$ cat config.mk
export PLATFORM = sky130hd
export DESIGN_NAME = rom_ram_copier
export DESIGN_NICKNAME = d
export VERILOG_FILES = /design/src/rtl/rom_ram_pkg.sv /design/src/rtl/rom_ram_tag_pipe.sv /design/src/rtl/rom_ram_copier.sv
export SDC_FILE = /design/constraint.sdc
export NUM_CORES = 1
export LEC_CHECK = 0
export CAP_MARGIN = 25
export CORE_ASPECT_RATIO = 0.75
export CORE_MARGIN = 8
export CORE_UTILIZATION = 45
export CTS_CLUSTER_SIZE = 16
export DETAILED_ROUTE_END_ITERATION = 8
export MAX_ROUTING_LAYER = met4
export PLACE_DENSITY_LB_ADDON = 0.05
export SLEW_MARGIN = 20
export SYNTH_ARGS = -nofsm -noshare
export SYNTH_HDL_FRONTEND = slang
export SYNTH_SLANG_ARGS = --single-unit
$ cat constraint.sdc
create_clock -name clk -period 7.5 [get_ports clk]
set_clock_uncertainty 0.15 [all_clocks]
set_input_delay 1.875 -clock clk [delete_from_list [all_inputs] [get_ports clk]]
set_output_delay 1.875 -clock clk [all_outputs]
set_load 0.01 [all_outputs]
$ cat src/rtl/rom_ram_pkg.sv
// Shared encodings and parameter limits for the ROM-to-RAM copy engine.
package rom_ram_pkg;

  // Engine states; IDLE must stay at zero so the state output resets to 0.
  typedef enum logic [1:0] {
    IDLE  = 2'd0,
    ISSUE = 2'd1,
    DRAIN = 2'd2
  } state_t;

  // Job mode: COPY moves ROM words, FILL writes a constant word.
  typedef enum logic {
    MODE_COPY = 1'b0,
    MODE_FILL = 1'b1
  } mode_t;

  // Supported ROM read latency range, in clock edges.
  localparam int RD_LATENCY_MIN = 1;
  localparam int RD_LATENCY_MAX = 4;

  function automatic bit rd_latency_ok(input int lat);
    return (lat >= RD_LATENCY_MIN) && (lat <= RD_LATENCY_MAX);
  endfunction

endpackage

$ cat src/rtl/rom_ram_tag_pipe.sv
// Tag pipeline matching the ROM read latency. Each issued read pushes
// {valid, destination address}; the tag leaves the last stage on the same
// edge the ROM data for that read is sampled.
module rom_ram_tag_pipe #(
  parameter int DEPTH  = 2,
  parameter int ADDR_W = 19
) (
  input  logic              clk,
  input  logic              reset,
  input  logic              flush,
  input  logic              in_valid,
  input  logic [ADDR_W-1:0] in_addr,
  output logic              out_valid,
  output logic [ADDR_W-1:0] out_addr,
  output logic              empty
);

  logic [DEPTH-1:0]  valid_q;
  logic [ADDR_W-1:0] addr_q [DEPTH];

  // Shift tags one stage per edge; flush kills every in-flight valid bit.
  always_ff @(posedge clk or negedge reset) begin
    if (!reset) begin
      valid_q <= '0;
      for (int i = 0; i < DEPTH; i++) addr_q[i] <= '0;
    end else begin
      valid_q[0] <= in_valid & ~flush;
      addr_q[0]  <= in_addr;
      for (int i = 1; i < DEPTH; i++) begin
        valid_q[i] <= valid_q[i-1] & ~flush;
        addr_q[i]  <= addr_q[i-1];
      end
    end
  end

  assign out_valid = valid_q[DEPTH-1];
  assign out_addr  = addr_q[DEPTH-1];
  assign empty     = ~|valid_q;

endmodule

$ cat src/rtl/rom_ram_copier.sv
// Block copy / constant fill engine from a fixed-latency ROM read port into a
// RAM write port, one word per cycle.
// Handshake: start is a one-cycle request honoured only in IDLE; busy is high
// from the cycle after acceptance until the job ends; done is sticky and is
// cleared by the next accepted start; abort cancels a running job at the next
// edge and leaves done low.
module rom_ram_copier
  import rom_ram_pkg::*;
#(
  parameter int DATA_W     = 8,
  parameter int ADDR_W     = 19,
  parameter int RD_LATENCY = 2
) (
  input  logic              clk,
  input  logic              reset,
  input  logic              start,
  input  logic              abort,
  input  logic              mode,
  input  logic [ADDR_W-1:0] src_base,
  input  logic [ADDR_W-1:0] dst_base,
  input  logic [ADDR_W-1:0] length,
  input  logic [DATA_W-1:0] fill_value,
  output logic              busy,
  output logic              done,
  output logic [ADDR_W-1:0] rom_addr,
  input  logic [DATA_W-1:0] rom_data,
  output logic [ADDR_W-1:0] ram_wraddr,
  output logic [DATA_W-1:0] ram_data,
  output logic              ram_wren,
  output state_t            fsm_state
);

  if (!rd_latency_ok(RD_LATENCY)) begin : g_bad_latency
    $error("rom_ram_copier: RD_LATENCY out of range");
  end

  localparam logic [ADDR_W-1:0] ONE = ADDR_W'(1);

  state_t            state_q, state_d;
  mode_t             mode_q;
  logic [DATA_W-1:0] fill_q;
  logic [ADDR_W-1:0] next_src_q;
  logic [ADDR_W-1:0] next_dst_q;
  logic [ADDR_W-1:0] remaining_q;

  logic              accept;
  logic              issue;
  logic              flush;
  logic              finish;
  logic [ADDR_W-1:0] tag_addr;
  logic              tag_valid;
  logic [ADDR_W-1:0] tag_out_addr;
  logic              pipe_empty;

  // Next-state and control strobes. The accepting edge already issues
  // index 0, so rom_addr is valid in the first busy cycle.
  always_comb begin
    state_d = state_q;
    accept  = 1'b0;
    issue   = 1'b0;
    flush   = 1'b0;
    finish  = 1'b0;
    case (state_q)
      IDLE: begin
        if (start) begin
          if (length != '0) begin
            accept  = 1'b1;
            issue   = 1'b1;
            state_d = (length == ONE) ? DRAIN : ISSUE;
          end else begin
            finish = 1'b1;
          end
        end
      end
      ISSUE: begin
        if (abort) begin
          flush   = 1'b1;
          state_d = IDLE;
        end else begin
          issue = 1'b1;
          if (remaining_q == ONE) state_d = DRAIN;
        end
      end
      DRAIN: begin
        if (abort) begin
          flush   = 1'b1;
          state_d = IDLE;
        end else if (pipe_empty) begin
          finish  = 1'b1;
          state_d = IDLE;
        end
      end
      default: state_d = IDLE;
    endcase
  end

  // State register.
  always_ff @(posedge clk or negedge reset) begin
    if (!reset) state_q <= IDLE;
    else        state_q <= state_d;
  end

  // Job parameters, issue-side address counters and the sticky done flag.
  always_ff @(posedge clk or negedge reset) begin
    if (!reset) begin
      mode_q      <= MODE_COPY;
      fill_q      <= '0;
      rom_addr    <= '0;
      next_src_q  <= '0;
      next_dst_q  <= '0;
      remaining_q <= '0;
      done        <= 1'b0;
    end else begin
      if (accept) begin
        mode_q      <= mode_t'(mode);
        fill_q      <= fill_value;
        rom_addr    <= src_base;
        next_src_q  <= src_base + ONE;
        next_dst_q  <= dst_base + ONE;
        remaining_q <= length - ONE;
        done        <= 1'b0;
      end else if (issue) begin
        rom_addr    <= next_src_q;
        next_src_q  <= next_src_q + ONE;
        next_dst_q  <= next_dst_q + ONE;
        remaining_q <= remaining_q - ONE;
      end
      if (finish) done <= 1'b1;
    end
  end

  assign tag_addr = accept ? dst_base : next_dst_q;

  rom_ram_tag_pipe #(
    .DEPTH  (RD_LATENCY),
    .ADDR_W (ADDR_W)
  ) u_tag_pipe (
    .clk       (clk),
    .reset     (reset),
    .flush     (flush),
    .in_valid  (issue),
    .in_addr   (tag_addr),
    .out_valid (tag_valid),
    .out_addr  (tag_out_addr),
    .empty     (pipe_empty)
  );

  // Write-side registers: load when a tag matures, hold address/data otherwise.
  always_ff @(posedge clk or negedge reset) begin
    if (!reset) begin
      ram_wren   <= 1'b0;
      ram_wraddr <= '0;
      ram_data   <= '0;
    end else begin
      ram_wren <= tag_valid & ~flush;
      if (tag_valid && !flush) begin
        ram_wraddr <= tag_out_addr;
        ram_data   <= (mode_q == MODE_FILL) ? fill_q : rom_data;
      end
    end
  end

  assign busy      = (state_q != IDLE);
  assign fsm_state = state_q;

endmodule

==> metrics.txt <==
# TYPE chip_impl_metric gauge
chip_impl_metric{name="worstMarginPinSlew",unit="ps"} 931
chip_impl_metric{name="filler_cell_count",unit=""} 1481
chip_impl_metric{name="synth_top_area_share",unit="%"} 49.6
chip_impl_info{name="start_kind",value="input pin"} 1
chip_impl_metric{name="num_cts_buffers",unit=""} 17
chip_impl_metric{name="cts_hold_repair.buffers",unit=""} 0
chip_impl_metric{name="power.density",unit="nW/um2"} 385
chip_impl_metric{name="globalRouteOverflowTotal",unit=""} 0
chip_impl_metric{name="track_usage",unit="%"} 19.8
chip_impl_metric{name="routed_wire_length_per_instance",unit="um"} 17.6
chip_impl_metric{name="setup-violations-final",unit=""} 0
chip_impl_metric{name="multi_input_area",unit="um2"} 3760
chip_impl_metric{name="die-width",unit="um"} 169
chip_impl_metric{name="setup_tns",unit="ps"} 0
chip_impl_metric{name="core.rowCount",unit=""} 42
chip_impl_metric{name="postLayoutSetupSlackWorst",unit="ps"} 1520
chip_impl_metric{name="power_switching_share",unit="%"} 35.5
chip_impl_metric{name="io-pin-count",unit=""} 129
chip_impl_info{name="synth_top_cell_by_area",value="dfrtp_1"} 1
chip_impl_metric{name="place_hpwl",unit="um"} 14300
chip_impl_metric{name="pre_cts_slack",unit="ps"} 1100
chip_impl_info{name="worst_hold_path_type",value="flop to flop"} 1
chip_impl_metric{name="ys_seq_elements",unit=""} 156
chip_impl_metric{name="die-height",unit="um"} 131
chip_impl_metric{name="clockBufferDepth",unit=""} 2
chip_impl_metric{name="grt_start_max_net_pins",unit=""} 99
chip_impl_info{name="root_buffer",value="clkbuf_16"} 1
chip_impl_metric{name="power_frac_seq",unit="%"} 40.0
chip_impl_metric{name="min_period",unit="ps"} 5980
chip_impl_info{name="crit_path_end_kind",value="flop"} 1
chip_impl_metric{name="timing.fmax",unit="GHz"} 0.167
chip_impl_metric{name="syn-num-nets",unit=""} 870
chip_impl_metric{name="power.total",unit="mW"} 3.84
chip_impl_metric{name="post_synth_arst_share",unit="%"} 100
chip_impl_metric{name="max_vdd_drop",unit="uV"} 177
chip_impl_metric{name="yosys.cell_types.count",unit=""} 65
chip_impl_metric{name="worst_setup_hold_path_clk_slew",unit="ps"} 60
chip_impl_metric{name="worstPathRequired",unit="ps"} 7700
chip_impl_metric{name="global_route_wire_length_before_repair",unit="um"} 33500
chip_impl_metric{name="clock_sink_count",unit=""} 156
chip_impl_metric{name="arrival",unit="ps"} 6180
chip_impl_metric{name="first_global_vias",unit=""} 6465
chip_impl_metric{name="critical_path_peak_fanout",unit=""} 62
chip_impl_metric{name="cellInternalPower",unit="mW"} 2.48
chip_impl_metric{name="clock_latency",unit="ps"} 430
chip_impl_metric{name="n_antenna_cell",unit=""} 0
chip_impl_metric{name="first_iter_violations",unit=""} 461
chip_impl_metric{name="floorplan.die_area",unit="um2"} 22000
chip_impl_info{name="synthTopCellsByArea",value="dfrtp_1, nand2_1, mux2_2"} 1
chip_impl_metric{name="htreeDepth",unit=""} 4
chip_impl_metric{name="clkPwrFrac",unit="%"} 22.3
chip_impl_metric{name="dr.pass1.iters",unit=""} 5
chip_impl_metric{name="ys_warn_count",unit=""} 0
chip_impl_metric{name="number_of_violations_of_the_max_capacitance_limit",unit=""} 0
chip_impl_info{name="result_of_the_run",value="finished clean"} 1
chip_impl_metric{name="drt_wl_total",unit="um"} 20400
chip_impl_info{name="cts_tree",value="built"} 1
chip_impl_metric{name="dr_total_vias",unit=""} 6290
chip_impl_metric{name="netSwitchingPower",unit="mW"} 1.37
chip_impl_metric{name="cts.repair.resized",unit=""} 0
chip_impl_metric{name="worst_case_headroom_to_the_max_slew_limit",unit="%"} 37.9
chip_impl_metric{name="start_util",unit="%"} 45.3
chip_impl_metric{name="mappedNetlistArea",unit="um2"} 7870
chip_impl_metric{name="leakage",unit="nW"} 4.17
chip_impl_metric{name="syn-mean-instance-area",unit="um2"} 10.1
chip_impl_metric{name="place.port_buffers",unit=""} 128
chip_impl_metric{name="gpl.final_weighted_congestion",unit=""} 0.875
chip_impl_metric{name="postCtsSetupBuffers",unit=""} 0
chip_impl_metric{name="route.detailed.drc",unit=""} 0
chip_impl_metric{name="core-area",unit="um2"} 17400
chip_impl_metric{name="combPwrFrac",unit="%"} 37.7
chip_impl_info{name="timing_worst_setup_path_type",value="input pin to flop"} 1
chip_impl_info{name="grt_setup_unrepaired",value="no"} 1
chip_impl_info{name="synth_top_flop_cell",value="dfrtp_1"} 1
chip_impl_metric{name="seq_area_frac_synth",unit="%"} 49.6
chip_impl_metric{name="area_occupied_by_registers",unit="um2"} 3900
chip_impl_metric{name="post-route-period-util",unit="%"} 79.8
chip_impl_metric{name="drive_gt1_share",unit="%"} 10.3
chip_impl_metric{name="final_antenna_net_count",unit=""} 0
chip_impl_metric{name="layout.core_utilization",unit="%"} 57.3
chip_impl_metric{name="postSynthCellCount",unit=""} 783
chip_impl_metric{name="finish.net_count",unit=""} 992
chip_impl_metric{name="grt_antenna_before_repair",unit=""} 0
chip_impl_metric{name="routed_via_density",unit=""} 5.43
chip_impl_metric{name="report.final.hold_viol_count",unit=""} 0
chip_impl_metric{name="slew_violations",unit=""} 0
chip_impl_metric{name="area_growth",unit="%"} 26.7
chip_impl_metric{name="synth_edf_count",unit=""} 0
synth_stat cells (17+ instances only):
library cell  count
nand3_1          17
inv_1            17
xor2_1           29
o21ai_0          41
nand2_1         123
mux2i_1          32
nor3_1           20
nand4_1          19
a21oi_1          25
mux2_2           37
nor2_1           67
dfrtp_1         156
xnor2_1          43
placed cells by master, fill, tap and decap left out, types with 7 or more instances in the layout:
master and instances:
clkdlybuf4s50_1 127, nand2_1 123, inv_1 17, ha_1 9
buf_4 7, nand3_1 17, o21ai_0 41, mux2i_1 32
nor4_1 9, xor2_1 29, dfrtp_1 156, xnor2_1 43
nor2_1 67, mux2_2 37, nand4_1 19, a21oi_1 25
a31oi_1 11, and4_1 8, and3_1 9, clkbuf_16 17
nor3_1 20
sequential cells by signal, summed over array words and instances, names as in the netlist:
name	cells
next_src_q	19
u_tag_pipe.addr_q	19
fsm_state	2
done	1
mode_q	1
u_tag_pipe.out_addr	19
rom_addr	19
ram_wren	1
ram_data	8
fill_q	8
u_tag_pipe.valid_q	2
next_dst_q	19
ram_wraddr	19
remaining_q	19
final timing paths:
kind                                                      start                                 to  slack (ps)  cells after the start
worst max-delay path                                  length[0]         next_src_q[18]$_DFFE_PN0P_        1520                     16
worst min-delay path            u_tag_pipe.addr_q[34]$_DFF_PN0_  u_tag_pipe.out_addr[15]$_DFF_PN0_         190                      0
worst max register to register         fsm_state[0]$_DFFE_PN0P_         next_src_q[18]$_DFFE_PN0P_        3510                     14
worst min register to register  u_tag_pipe.addr_q[34]$_DFF_PN0_  u_tag_pipe.out_addr[15]$_DFF_PN0_         190                      0
max in group asynchronous                                 reset         ram_wraddr[16]$_DFFE_PN0P_        4560                      2
min in group asynchronous                                 reset          next_src_q[7]$_DFFE_PN0P_        1360                      1
power groups by stage:
stage          Clock (mW)  Sequential (mW)  Combinational [mW]
3_3_place_gp            0             1.53                1.41
6_report            0.856             1.54                1.45
4_1_cts             0.873             1.54                1.45
2_1_floorplan           0             1.53               0.849
5_1_grt             0.911             1.60                1.60
3_5_place_dp            0             1.55                1.44
cell families after synthesis:
| logic type | count (synthesis) | synth area share [%] |
|---|---|---|
| XOR/XNOR | 72 | 8.01 |
| AND/OR/NAND/NOR | 304 | 18.5 |
| AO/OA/AOI/OAI | 121 | 9.86 |
| flip-flops | 156 | 49.6 |
| adder cells (fa/ha/maj) | 9 | 1.43 |
| buffers and inverters | 50 | 2.91 |
| multiplexers | 71 | 9.70 |
through the flow:
stage          instance area (um2)  std cells  hold WS [ps]
6_report                      9970       1159           190
5_1_grt                       9970       1159           197
4_1_cts                       9940       1158           190
3_5_place_dp                  9360       1127           185
3_3_place_gp                  9360       1127           184
2_1_floorplan                 7870        783           181
final cells by class:
cell class | instances | area share, %
Clock buffer | 18 | 4.40
Inverter | 17 | 0.640
Sequential cell | 156 | 39.1
Tap cell | 242 | 3.04
Clock inverter | 13 | 1.43
Multi-Input combinational cell | 577 | 37.7
Timing Repair Buffer | 136 | 13.7
critical path, cell delays in order:
cell	delay [ps]
clkdlybuf4s50_1	550
inv_1	80
ha_1	230
or3b_2	260
and4b_1	330
a21oi_4	210
buf_4	580
nand2_1	200
nand2_1	110
ha_1	310
nand4_1	230
nor4_1	580
nor3b_1	300
xor2_1	170
nand2_1	60
o21ai_0	100
metal layers:
metal	vias up	global-route usage [%]	share of wire [%]
li1	2994	-	-
met1	3077	26.2	48
met2	206	30.3	45
met3	13	4.68	5.5
met4	0	5.45	0.91
met5	-	-	0
No activity file was read; power rests on OpenSTA's default activity.
==> variant 1: new RTL, same settings <==
Put one more register stage on the output `ram_wren`, with the module's reset. The value now appears one clock later. The other outputs are not delayed to match.
--- a/src/rtl/rom_ram_copier.sv
+++ b/src/rtl/rom_ram_copier.sv
@@ -29,6 +29,8 @@
   output logic              ram_wren,
   output state_t            fsm_state
 );
+
+  logic ram_wren_s0;
 
   if (!rd_latency_ok(RD_LATENCY)) begin : g_bad_latency
     $error("rom_ram_copier: RD_LATENCY out of range");
@@ -148,11 +150,11 @@
   // Write-side registers: load when a tag matures, hold address/data otherwise.
   always_ff @(posedge clk or negedge reset) begin
     if (!reset) begin
-      ram_wren   <= 1'b0;
+      ram_wren_s0 <= 1'b0;
       ram_wraddr <= '0;
       ram_data   <= '0;
     end else begin
-      ram_wren <= tag_valid & ~flush;
+      ram_wren_s0 <= tag_valid & ~flush;
       if (tag_valid && !flush) begin
         ram_wraddr <= tag_out_addr;
         ram_data   <= (mode_q == MODE_FILL) ? fill_q : rom_data;
@@ -163,5 +165,13 @@
   assign busy      = (state_q != IDLE);
   assign fsm_state = state_q;
 
+  always_ff @(posedge clk or negedge reset) begin
+    if (!reset) begin
+      ram_wren <= '0;
+    end else begin
+      ram_wren <= ram_wren_s0;
+    end
+  end
+
 endmodule
 
Formal check against the unedited RTL: not equivalent (Yosys sat finds a counterexample within 4 cycles, from zero or initial values and one cycle with reset low).
==> variant 1 against the unedited design <==
- power up 1.1%
- critical path depth unchanged
- routed wire length up 3.1%
- setup slack better by 0.38 ns
- synthesized area up 2.4%
- sequential cell count up 1
- first-iteration DRC count up 36%
- clock power up 2.5%
- design area up 1.9%
- count of clock-buffer cells in the layout unchanged
- final cell count up 5.0%
- register-to-register slack better by 0.32 ns
- highest routed layer unchanged
==> variant 1: results (changes against the unedited design) <==
metric;value;unit;change
critical path's slowest cell;clkdlybuf4s50_1;;
All-Layer GR Usage;19.8;%;about the same
grt met2 use;29.3;%;-1.0 points
routed wire length;21100;um;+3.1%
CTS HTree Levels;4;;unchanged
worst hold slack;0.198;ns;+0.00845 ns
port bufs;128;;unchanged
worst reg2reg startpoint;fsm_state[0];;
Synth area leaders;dfrtp_1 (49%), nand2_1 (8.6%), xnor2_1 (6.7%);;
fillers;1501;;+1.4%
Slew @ Worst Pin;0.860;ns;-0.0709 ns
Synth Flop Type;dfrtp_1;;
worst hold start;u_tag_pipe.addr_q[25];;
vias in the first global route;6802;;+5.2%
Iter 0 DRT Violations;625;;+36%
worst vdd ir;0.179;mV;+1.2%
Antenna Cells;0;;unchanged
CP Data Arrival Time;5.73;ns;-0.45 ns
critical path fanouts, max;12;;-81%
Mapped Nets;932;;+7.1%
clock slew at reported path FFs;0.06;ns;about the same
sequential area share after synthesis;48.7;%;-0.87 points
placed inst area;0.00956;mm^2;+2.2%
status;finished, final reports clean;;
Post-Syn Area;0.00806;mm^2;+2.4%
vias per std cell;5.42;;-0.13%
fraction of layout cells with a size suffix above 1;9.13;%;-1.1 points
Syn Area/Cell;9.54;um^2;-5.1%
largest net degree at the start of global routing;93;;-6.1%
CP Launch Point;length[0];;
crit-path max cell delay;0.46;ns;-0.12 ns
top cell types by occurrence after synthesis;nand2_1 (185), dfrtp_1 (157), nor2_1 (74);;
# nets final;1049;;+5.7%
DP Cell Count;1185;;+5.1%
met1 Usage GRT;26.9;%;+0.72 points
first-pass GRT wire length;34900;um;+4.0%
post-synth cell types;64;;-1.5%
Static Leak;4.14;nW;-0.79%
Detail Placement HPWL;15100;um;+5.2%
routability congestion estimate;0.891;;+1.8%
fmax;0.179;GHz;+6.9%
Top delay family on crit path;simple AND/OR/NAND/NOR gates;;
total number of vias;6596;;+4.9%
Synthesis Warnings;0;;unchanged
FF-to-FF setup slack;3.83;ns;+0.32 ns
dpl ws;1.47;ns;+0.372 ns
Bufs on Longest Clock Path;2;;unchanged
# resized after CTS;0;;unchanged
met3 Use GR;4.61;%;-0.075 points
## variant 1: changes by cell type after synthesis, moves of 7 or more
cell,unedited run,this run
mux2_2,37,20
mux2i_1,32,24
nand2_1,123,185
o21ai_1,1,8
nor2_1,67,74
a31oi_1,11,21
xnor2_1,43,62
o21ai_0,41,28
clkbuf_1,16,25
inv_1,17,10
nand3_1,17,24
## variant 1: layer usage
layer | vias to the layer above | part of all wire, %
met3 | 17 | 5.7
met2 | 221 | 44
li1 | 3133 | -
met4 | 0 | 1.1
met5 | - | 0
met1 | 3225 | 49
## variant 1: cell type report
cell class                 count  area, um^2  area share [%]
clock buffer                  18         439            4.32
clock inverter                14         158            1.55
inverter                      10        37.5           0.369
multi-input combinational    640        3950            38.9
sequential                   157        3930            38.7
tap                          242         303            2.98
timing repair buffer         136        1340            13.2
## variant 1: logic make-up (layout without fill, tap and decap cells)
family | after synthesis | in the layout | share of synthesized area, %
AOI/OAI and AO/OA | 117 | 117 | 9.25
xor gates and xnor gates | 89 | 89 | 9.67
adders and majority gates | 9 | 9 | 1.40
buffers and inverters | 48 | 178 | 2.51
DFF | 157 | 157 | 48.7
muxes | 46 | 46 | 6.05
and+or+nand+nor | 379 | 379 | 22.4
## variant 1: power breakdown
group / switching [mW] / internal, mW
Sequential: 0.295 / 1.26
Combinational: 0.751 / 0.701
Clock: 0.372 / 0.506
Total: 1.42 / 2.47
## variant 1: path summary, 6_finish.rpt
path / end / depth (start not counted)
worst max-delay path: next_src_q[18] / 16
worst min-delay path: u_tag_pipe.out_addr[6] / 0
worst max register to register: next_src_q[18] / 14
worst min register to register: u_tag_pipe.out_addr[6] / 0
max in group asynchronous: ram_wraddr[1] / 2
min in group asynchronous: rom_addr[13] / 1
==> variant 2: new RTL, same settings <==
Made on the original files. The parameter `DATA_W` goes from 8 to 6.
--- a/src/rtl/rom_ram_copier.sv
+++ b/src/rtl/rom_ram_copier.sv
@@ -7,7 +7,7 @@
 module rom_ram_copier
   import rom_ram_pkg::*;
 #(
-  parameter int DATA_W     = 8,
+  parameter int DATA_W     = 6,
   parameter int ADDR_W     = 19,
   parameter int RD_LATENCY = 2
 ) (
Interface: changed (resized fill_value, ram_data and rom_data); port bits go from 129 to 123. The function was not compared with the original's and may differ.
==> variant 2 against the unedited design <==
- power down 5.8%
- routed wire length down 8.3%
- sequential cell count down 4
- global-route usage down 1.4 points
- setup slack better by 0.15 ns
- sequential power down 3%
- count of clock-buffer cells in the layout up 4
- non-clock buffer count down 6
- design area down 3.7%
- synthesized area down 3.2%
- final cell count down 0.86%
- sequential share of layout area up 0.48 points
- largest power group unchanged
==> variant 2: results (changes against the unedited design) <==
metric;value;unit;change
Non-clk bufs;130;;-4.4%
Sequential Area;0.00380;mm^2;-2.6%
Synth area leaders;dfrtp_1 (50%), nand2_1 (8.5%), xnor2_1 (5.3%);;
area of the multi-input gates;0.00362;mm^2;-3.6%
XOR/XNOR Fraction of Synth Area;10.0;%;+2.0 points
first-pass GRT wire length;31500;um;-5.9%
Detail Placement HPWL;13300;um;-7.2%
status;finished, final reports clean;;
Multi-input comb cells;608;;+5.4%
mux contribution to synthesized area;5.68;%;-4.0 points
sequential area share after synthesis;49.9;%;+0.32 points
Layout clock area frac;5.75;%;-0.086 points
Iter 0 DRT Violations;439;;-4.8%
routability congestion estimate;0.877;;+0.26%
critical path fanouts, max;32;;-48%
vias in the first global route;6264;;-3.1%
vias per std cell;5.40;;-0.54%
RR Endpoint;next_src_q[16];;
routed wire length;18700;um;-8.3%
Max transition margin;39.2;%;+1.3 points
clkbuf count;22;;+4
fillers;1484;;+0.20%
# nets final;1005;;+1.3%
FF-to-FF setup slack;3.93;ns;+0.42 ns
fraction of layout cells with a size suffix above 1;8.35;%;-1.9 points
worst hold start;u_tag_pipe.addr_q[21];;
Inverters excl. clock;13;;-4
post-synthesis adder-cell area fraction;1.48;%;+0.047 points
top cell types by occurrence after synthesis;nand2_1 (172), dfrtp_1 (152), nor2_1 (80);;
register bit total from synthesis;152;;-2.6%
largest net degree at the start of global routing;95;;-4.0%
port bufs;122;;-4.7%
NonClk Buf Share;13.6;%;-0.095 points
worst-case reg-to-reg path depth;13;;-1
Power Internal;2.34;mW;-5.6%
placed inst area;0.00902;mm^2;-3.7%
worst vdd ir;0.144;mV;-19%
post-synth cell types;47;;-28%
-- variant 2: power by group through the flow --
stage | clock, mW | combinational (mW) | sequential [mW]
final | 0.791 | 1.33 | 1.49
after global routing | 0.848 | 1.49 | 1.55
after CTS | 0.807 | 1.34 | 1.49
after detailed placement | 0 | 1.33 | 1.50
after global placement | 0 | 1.30 | 1.49
after floorplan | 0 | 0.782 | 1.49
-- variant 2: stage by stage --
step                      utilization (%)  cells
after floorplan                         -    809
after global placement               53.9   1117
after detailed placement             53.9   1117
after CTS                            57.2   1148
after global routing                 57.4   1149
final                                57.4   1149
-- variant 2: metal layers --
metal  GRT usage [%]  vias to the layer above  share of wire (%)
met5               -                        -                  0
met4            4.91                        0                1.0
met3            4.41                       18                4.5
met2            28.1                      167                 46
met1            24.5                     3040                 48
li1                -                     2977                  -
-- variant 2: worst max-delay path, cell delays in order --
cell,delay [ns]
clkdlybuf4s50_1,0.50
inv_1,0.10
ha_1,0.20
or4b_4,0.51
and4bb_4,0.41
a21o_2,0.55
nand2_1,0.12
nand2_1,0.14
ha_1,0.29
nand3_1,0.10
nor2_1,0.38
nand3_1,0.18
a2111oi_0,0.42
o21ai_0,0.15
o21ai_0,0.10
-- variant 2: how the worst max path moves through the flow --
stage                      to  slack, ns      start
2_1_floorplan  next_dst_q[10]       2.34  length[1]
3_3_place_gp   next_dst_q[10]       1.44  length[0]
3_5_place_dp   next_src_q[16]       1.31  length[0]
4_1_cts        next_dst_q[14]       1.73  length[0]
5_1_grt        next_dst_q[14]       1.24  length[0]
6_report       next_dst_q[14]       1.67  length[0]
